$ cat config.mk
export PLATFORM = sky130hd
export DESIGN_NAME = mem_stage_ctrl
export DESIGN_NICKNAME = d
export VERILOG_FILES = /design/src/rtl/mem_stage_pkg.sv /design/src/rtl/mem_wb_reg.sv /design/src/rtl/mem_stage_ctrl.sv
export SDC_FILE = /design/constraint.sdc
export NUM_CORES = 1
export LEC_CHECK = 0
export ABC_AREA = 1
export BUFFER_PORTS_ARGS = -buffer_cell sky130_fd_sc_hd__buf_2
export CAP_MARGIN = 30
export CORE_MARGIN = 10
export CORE_UTILIZATION = 44
export CTS_BUF_LIST = sky130_fd_sc_hd__clkbuf_4
export CTS_CLUSTER_DIAMETER = 100
export DETAILED_ROUTE_END_ITERATION = 8
export GPL_TIMING_DRIVEN = 0
export PLACE_DENSITY = 0.75
export REMOVE_ABC_BUFFERS = 1
export SETUP_SLACK_MARGIN = 0.4
export SLEW_MARGIN = 20
export SYNTH_ARGS = -nofsm -noshare
export SYNTH_HDL_FRONTEND = slang
export SYNTH_SLANG_ARGS = --single-unit
$ cat constraint.sdc
create_clock -name clock -period 1.29 [get_ports clock]
set_input_delay 0.3225 -clock clock [delete_from_list [all_inputs] [get_ports clock]]
set_output_delay 0.3225 -clock clock [all_outputs]
set_load 0.02 [all_outputs]
$ cat src/rtl/mem_stage_pkg.sv
// Shared types and constants for the memory stage: FSM states and the MEM/WB record.
package mem_stage_pkg;

    localparam int unsigned DATA_W = 32;
    localparam int unsigned REG_AW = 5;
    localparam logic [DATA_W-1:0] BUS_ERR_DATA = 32'hDEADBEEF;

    typedef enum logic {
        IDLE,
        BUSY
    } state_t;

    typedef struct packed {
        logic [DATA_W-1:0] read_data;
        logic [DATA_W-1:0] alu_result;
        logic [REG_AW-1:0] write_reg;
        logic              reg_write;
        logic              mem_to_reg;
        logic              bus_err;
        logic              misalign;
    } mem_wb_t;

endpackage

$ cat src/rtl/mem_wb_reg.sv
// MEM/WB pipeline register. A bubble kills the control bits and flags and keeps the data
// fields; a load captures the whole record.
module mem_wb_reg
    import mem_stage_pkg::*;
(
    input  logic    clock,
    input  logic    reset,
    input  logic    load,
    input  logic    bubble,
    input  mem_wb_t d,
    output mem_wb_t q
);

    always_ff @(posedge clock or negedge reset) begin
        if (!reset) begin
            q <= '0;
        end else if (bubble) begin
            q.reg_write  <= 1'b0;
            q.mem_to_reg <= 1'b0;
            q.bus_err    <= 1'b0;
            q.misalign   <= 1'b0;
        end else if (load) begin
            q <= d;
        end
    end

endmodule

$ cat src/rtl/mem_stage_ctrl.sv
// Memory stage controller: drives the data-memory req/ready handshake and feeds MEM/WB.
// Optional misaligned-access trap is enabled by defining MEM_MISALIGN_TRAP_EN.
module mem_stage_ctrl
    import mem_stage_pkg::*;
#(
    parameter int unsigned DMEM_AW        = 10,
    parameter int unsigned TIMEOUT_CYCLES = 16
) (
    input  logic               clock,
    input  logic               reset,
    input  logic [31:0]        ALU_result_in,
    input  logic [31:0]        Rt_in,
    input  logic [4:0]         write_reg_num_in,
    input  logic               RegWrite_in,
    input  logic               MemWrite_in,
    input  logic               MemRead_in,
    input  logic               MemtoReg_in,
    input  logic [31:0]        dmem_rdata,
    input  logic               dmem_ready,
    output logic               dmem_req,
    output logic               dmem_we,
    output logic [DMEM_AW-1:0] dmem_addr,
    output logic [31:0]        dmem_wdata,
    output logic               stall,
    output logic [31:0]        read_data_out,
    output logic [31:0]        ALU_result_out,
    output logic [4:0]         write_reg_num_out,
    output logic               RegWriteout4,
    output logic               MemtoRegDout4,
    output logic               bus_err_out,
    output logic               misalign_out
);

    localparam int unsigned CntW = (TIMEOUT_CYCLES > 2) ? $clog2(TIMEOUT_CYCLES) : 1;

    state_t             state_q, state_d;
    logic [CntW-1:0]    cnt_q, cnt_d;
    logic               req_q, req_d;
    logic               we_q, we_d;
    logic [DMEM_AW-1:0] addr_q, addr_d;
    logic [31:0]        wdata_q, wdata_d;

    logic    op, misaligned, issue, timeout_hit;
    logic    wb_load, wb_bubble;
    mem_wb_t wb_d, wb_q;

    assign op = MemRead_in | MemWrite_in;

`ifdef MEM_MISALIGN_TRAP_EN
    assign misaligned = op & (ALU_result_in[1:0] != 2'b00);
`else
    assign misaligned = 1'b0;
`endif

    assign issue       = (state_q == IDLE) & op & ~misaligned;
    assign timeout_hit = (TIMEOUT_CYCLES != 0) && (state_q == BUSY) && !dmem_ready
                         && (cnt_q == CntW'(TIMEOUT_CYCLES - 1));

    // Gated by reset so an abandoned access cannot hold the pipeline during reset.
    assign stall = reset & (issue | ((state_q == BUSY) & ~dmem_ready & ~timeout_hit));

    always_comb begin
        state_d = state_q;
        cnt_d   = cnt_q;
        req_d   = req_q;
        we_d    = we_q;
        addr_d  = addr_q;
        wdata_d = wdata_q;

        wb_load         = 1'b1;
        wb_bubble       = 1'b0;
        wb_d.read_data  = '0;
        wb_d.alu_result = ALU_result_in;
        wb_d.write_reg  = write_reg_num_in;
        wb_d.reg_write  = RegWrite_in;
        wb_d.mem_to_reg = MemtoReg_in;
        wb_d.bus_err    = 1'b0;
        wb_d.misalign   = 1'b0;

        unique case (state_q)
            IDLE: begin
                if (issue) begin
                    state_d   = BUSY;
                    cnt_d     = '0;
                    req_d     = 1'b1;
                    we_d      = MemWrite_in;
                    addr_d    = ALU_result_in[DMEM_AW+1:2];
                    wdata_d   = Rt_in;
                    wb_bubble = 1'b1;
                end else if (misaligned) begin
                    wb_d.reg_write  = 1'b0;
                    wb_d.mem_to_reg = 1'b0;
                    wb_d.misalign   = 1'b1;
                end
            end
            BUSY: begin
                if (dmem_ready) begin
                    state_d = IDLE;
                    cnt_d   = '0;
                    req_d   = 1'b0;
                    if (!we_q) begin
                        wb_d.read_data = dmem_rdata;
                    end
                end else if (timeout_hit) begin
                    state_d        = IDLE;
                    cnt_d          = '0;
                    req_d          = 1'b0;
                    wb_d.read_data = BUS_ERR_DATA;
                    wb_d.reg_write = 1'b0;
                    wb_d.bus_err   = 1'b1;
                end else begin
                    cnt_d     = cnt_q + 1'b1;
                    wb_bubble = 1'b1;
                end
            end
            default: state_d = IDLE;
        endcase
    end

    always_ff @(posedge clock or negedge reset) begin
        if (!reset) begin
            state_q <= IDLE;
            cnt_q   <= '0;
            req_q   <= 1'b0;
            we_q    <= 1'b0;
            addr_q  <= '0;
            wdata_q <= '0;
        end else begin
            state_q <= state_d;
            cnt_q   <= cnt_d;
            req_q   <= req_d;
            we_q    <= we_d;
            addr_q  <= addr_d;
            wdata_q <= wdata_d;
        end
    end

    mem_wb_reg u_mem_wb_reg (
        .clock  (clock),
        .reset  (reset),
        .load   (wb_load),
        .bubble (wb_bubble),
        .d      (wb_d),
        .q      (wb_q)
    );

    assign dmem_req          = req_q;
    assign dmem_we           = we_q;
    assign dmem_addr         = addr_q;
    assign dmem_wdata        = wdata_q;
    assign read_data_out     = wb_q.read_data;
    assign ALU_result_out    = wb_q.alu_result;
    assign write_reg_num_out = wb_q.write_reg;
    assign RegWriteout4      = wb_q.reg_write;
    assign MemtoRegDout4     = wb_q.mem_to_reg;
    assign bus_err_out       = wb_q.bus_err;
    assign misalign_out      = wb_q.misalign;

endmodule

Yosys cells after proc, flatten, opt, wreduce, memory -nomap -nowiden
Index checks and enable logic that the tools add are counted.
{"block": "classes", "n_eq_ne": 3, "bitwise_logic": 9, "reduce_logical": 5, "n_addsub": 1, "muxes": 23}
{"cell": "two-way mux 32 bit", "n": 4}
{"cell": "two-way mux 4 bit", "n": 4}
{"cell": "two-way mux 1 bit", "n": 11}
{"cell": "case mux 4 bit (2 select lines)", "n": 1}
{"cell": "case mux 1 bit (2 select lines)", "n": 3}
{"cell": "adder 4 x 1 -> 4 bit (second input constant)", "n": 1}
{"cell": "AND 1 bit", "n": 4}
{"cell": "equality test 4 bit (second input constant)", "n": 1}
{"cell": "AND reduction 2 bit", "n": 2}
{"cell": "!= test 3 x 2 -> 1 bit (second input constant)", "n": 1}
{"cell": "inverter 1 bit", "n": 3}
{"cell": "logical AND 1 bit", "n": 2}
{"cell": "!= test 2 bit (second input constant)", "n": 1}
{"cell": "OR 1 bit", "n": 2}
{"cell": "zero test 1 bit", "n": 1}
{"block": "totals", "ff_bits": 122, "elab_cells": 54}

Logic depth before layout (Yosys ltp)
{"block": "depth", "ltp_word": 7, "depth_mapped": 9}

Hierarchy
Synthesis repeated with hierarchy kept, for this count alone.
{"block": "hier_totals", "cells_unflattened": 617, "area_unflattened_um2": 5159.9}
{"module": "mem_wb_reg", "area_each_um2": 2874.0, "n_inst": 1, "cells_per_inst": 318}
{"module": "mem_stage_ctrl", "area_each_um2": 2285.9, "n_inst": 1, "cells_per_inst": 299}

Worst setup path after synthesis
OpenSTA, ideal clock, no wires.
{"block": "synth_timing", "path_type": "register to output", "from": "reg cnt_q[0]", "to": "out stall", "slack_ns": -0.488, "arrival_time_ns": 1.456, "required_time_ns": 0.967, "path_stages_with_launch": 6, "cell_sequence": "dfrtp_1 ha_1 nand3_1 nand2_4 buf_2 a21boi_0"}
{"block": "synth_via", "elab_chain_cells": 6}
{"element": "start, declared", "line": "mem_stage_ctrl.sv:37", "source": "logic [CntW-1:0] cnt_q, cnt_d;"}
{"element": "start signal, assigned", "line": "mem_stage_ctrl.sv:130", "source": "cnt_q <= cnt_d;"}
{"element": "equality test 4 bit", "line": "mem_stage_ctrl.sv:57", "source": "&& (cnt_q == CntW'(TIMEOUT_CYCLES - 1));"}
{"element": "logical AND 1 bit", "line": "mem_stage_ctrl.sv:57"}
{"element": "inverter 1 bit", "line": "mem_stage_ctrl.sv:60", "source": "assign stall = reset & (issue | ((state_q == BUSY) & ~dmem_ready & ~timeout_hit));"}
{"element": "AND 1 bit", "line": "mem_stage_ctrl.sv:60"}
{"element": "OR 1 bit", "line": "mem_stage_ctrl.sv:60"}
{"element": "AND 1 bit", "line": "mem_stage_ctrl.sv:60"}
{"element": "end, declared", "line": "mem_stage_ctrl.sv:24", "source": "output logic stall,"}
No other way between the ends.

Worst setup path after layout
{"block": "layout_timing", "from": "reg state_q", "to": "out stall"}
{"block": "layout_via", "elab_chain_cells": 6, "word_cells_on_any_way": 9, "cone_classes": "bitwise: 7; reduce/logical: 2"}
{"element": "start, declared", "line": "mem_stage_ctrl.sv:36", "source": "state_t state_q, state_d;"}
{"element": "start signal, assigned", "line": "mem_stage_ctrl.sv:129", "source": "state_q <= state_d;"}
{"element": "logical AND 1 bit", "line": "mem_stage_ctrl.sv:56", "source": "assign timeout_hit = (TIMEOUT_CYCLES != 0) && (state_q == BUSY) && !dmem_ready"}
{"element": "logical AND 1 bit", "line": "mem_stage_ctrl.sv:57"}
{"element": "inverter 1 bit", "line": "mem_stage_ctrl.sv:60"}
{"element": "AND 1 bit", "line": "mem_stage_ctrl.sv:60"}
{"element": "OR 1 bit *", "line": "mem_stage_ctrl.sv:60"}
{"element": "AND 1 bit *", "line": "mem_stage_ctrl.sv:60"}
Mark *: on every way between the ends. The rest lies on a longest branch, timed or not.

==> results_dict.tcl <==
set metrics [dict create \
    use_met2_pct 46.4 \
    grt_max_degree 65 \
    status "complete, but fails checks" \
    hold_slack_ps -291 \
    slowest_delay_ps 530 \
    area.sequential_sq_mm 0.00303 \
    relSlewSlack_pct 63.1 \
    vias_per_cell 5.48 \
    stdcell_count 1134 \
    drive_gt1_share_pct 51.0 \
    worstMarginPinSlew_ps 554 \
    r2r_end "dmem_wdata[26]" \
    route.detailed.drc 0 \
    wl_per_cell_um 23.7 \
    cp_slowest_cell "dfrtp_4" \
    yosysSeqAreaShare_pct 60.6 \
    synth_top_cell_area_share_pct 60.6 \
    grt.overflow.total 0 \
    cts.sinks 121 \
    dieArea_sq_mm 0.0160 \
    htreeDepth 4 \
    dp.cells 901 \
    path_class "flop to output port" \
    drtIter0Drc 605 \
    slew_viol_final 0 \
    cts_tree "done" \
    cts.clk_slew.worst_paths_ps 120 \
    row_count 38 \
    coreArea_sq_mm 0.0110 \
    via_count 6209 \
    fmax_mhz 479 \
    grt_usage_pct 27.0 \
    final_cell_mix "nand2_1, buf_6, dfrtp_1, buf_2, buf_4" \
    post-route-period-util_pct 162 \
    worstSkewPairLatency_ps 570 \
    cts_buffers 17 \
    grt_first_pass_wirelength_mm 33.9 \
    synth_seq_cells 121 \
    final_hold_viol_count 57 \
    use_met1_pct 29.3 \
    crit_path_end_kind "output port" \
    firstDrtPassIters 5 \
    initial_core_util_pct 45.5 \
    cts.root.buffer_cell "clkbuf_4" \
    rsz0062_at_grt "true" \
    synthToLayoutAreaGrowth_pct 99.9 \
    fin_crit_ps 2090 \
    hp-class "input pin to async pin" \
    synth_area_leaders "dfrtp_1, nand2_1, o21ai_0" \
    syn_area_sq_mm 0.00500 \
    ys_async_sr_fraction_pct 100 \
    maxCapViolCount 0 \
    violations "negative hold slack, negative setup slack" \
    numPortBuffers 224 \
    path_cells "inv_8 -> o21ai_4 -> buf_12 -> buf_16 -> a21boi_2 -> buf_6" \
    fin_nets 1085 \
    power_density_mw_per_mm2 2040 \
    synth_cell_types 23 \
    die_w_um 127 \
    crit_required_ps 970 \
    gp_routability_congestion 0.772 \
    postRouteWirelength_mm 26.9 \
    hpwl_mm 10.5 \
    io-pin-count 226 \
    r2r-start "state_q" \
    power_leakage_nw 5.27 \
    dieHeight_um 127 \
    grt-busiest-layer "met2" \
    yosys_most_used_dff "dfrtp_1" \
    synthCells 567 \
    arrival_ps 1760 \
    hold_buffers 67 \
    yosysWarnings 0 \
    multi_input_area_sq_mm 0.00225 \
    synth-edff-count 0 \
    ant_nets 0 \
    cts_buffer_depth 2 \
    fillers 419 \
    setup_viol 238 \
    worst-path-max-fanout 2 \
    antenna_found_initial 5 \
    layout_commonest_cell "nand2_1" \
    synth_top_area_cell "dfrtp_1" \
    critPathLaunchType "flop" \
    setup_ws_ps -796 \
    grt_pass1_vias 6188 \
    fin_worst_skew_ps 29.4 \
    ir_worst_vdd_mv 1.51 \
    r2r_slack_ps -480 \
    use_met3_pct 9.37 \
    reg2regPathDepth 11 \
    avgSynthCellArea_sq_um 8.82 \
]
## synthesized netlist by cell type, types with 2 or more instances
library cell	n
inv_1	21
nand3_1	32
buf_6	5
o21ai_1	7
o21ai_0	40
nor2_1	6
buf_4	7
nand2_2	7
nand2_1	277
buf_2	15
dfrtp_1	121
a21oi_1	3
clkbuf_1	8
o21ai_2	8
nand2_4	2
## how the worst max path moves through the flow
stage	endpoint	start
after floorplan	u_mem_wb_reg.q[43]	MemWrite_in
after global placement	u_mem_wb_reg.q[62]	MemWrite_in
after detailed placement	u_mem_wb_reg.q[46]	state_q
after CTS	stall	state_q
after global routing	stall	state_q
final	stall	state_q
## layer usage
layer  part of all wire, %  wire length, um  vias to the layer above
li1                      -                -                     2609
met1                    33             8790                     2986
met2                    51            13700                      489
met3                    11             2890                      125
met4                   5.5             1480                        0
met5                     0                0                        -
## where the power goes
part	switching, mW	total [mW]	internal [mW]	leakage, nW
logic	5.77	11.4	5.65	3.62
clock network	1.54	2.71	1.17	0.148
registers	1.18	6.24	5.06	1.51
total	8.49	20.4	11.9	5.27
## registers in the layout (all words and copies together) (netlist names)
register,flops
dmem_wdata,32
state_q,1
dmem_we,1
dmem_addr,10
dmem_req,1
cnt_q,4
u_mem_wb_reg.q,72
## through the flow
step	cell area (sq um)	utilization [%]	worst slack [ps]	power (mW)	TNS (ps)
3_5_place_dp	6200	56.4	-1270	11.5	-121670
4_1_cts	9100	82.8	-763	18.2	-46680
3_3_place_gp	6080	55.4	-3370	11.2	-544960
5_1_grt	9990	91.0	-827	21.1	-72130
2_1_floorplan	4780	-	-1960	9.10	-200670
6_report	9990	91.0	-796	20.4	-61360
## layout make-up
class | count | share of cell area (%)
Timing Repair Buffer | 413 | 40.5
Sequential cell | 121 | 30.3
Multi-Input combinational cell | 394 | 22.5
Tap cell | 140 | 1.75
Clock buffer | 20 | 1.50
Inverter | 24 | 1.14
Timing Repair inverter | 5 | 1.09
Clock inverter | 12 | 1.08
Antenna cell | 5 | 0.125
## logic make-up (layout without fill, tap and decap cells)
kind of cell	Yosys count	in the layout	share of synthesized area (%)
buffers and inverters	59	474	6.18
XOR/XNOR	1	1	0.175
AO/OA/AOI/OAI	59	59	6.56
other	1	6	0.0750
AND/OR/NAND/NOR	325	332	26.2
adder cells (fa/ha/maj)	1	1	0.250
flip-flops	121	121	60.6
## worst max-delay path: cells and delay by family (launching register included)
family                 cells  cell delay (ps)
AOI/OAI and AO/OA          2              210
buffers and inverters      4              470
DFF                        1              530
## repair_timing
action | 4_1_cts | 5_1_grt
gates resized for setup | 314 | 142
cloned | 21 | 5
endpoints found under the hold margin | 124 | 57
endpoints found under the setup margin | 238 | 238
buffers inserted | 63 | 40
pin swaps | 7 | 31
Note: power is estimated with default switching activity, not from simulation.
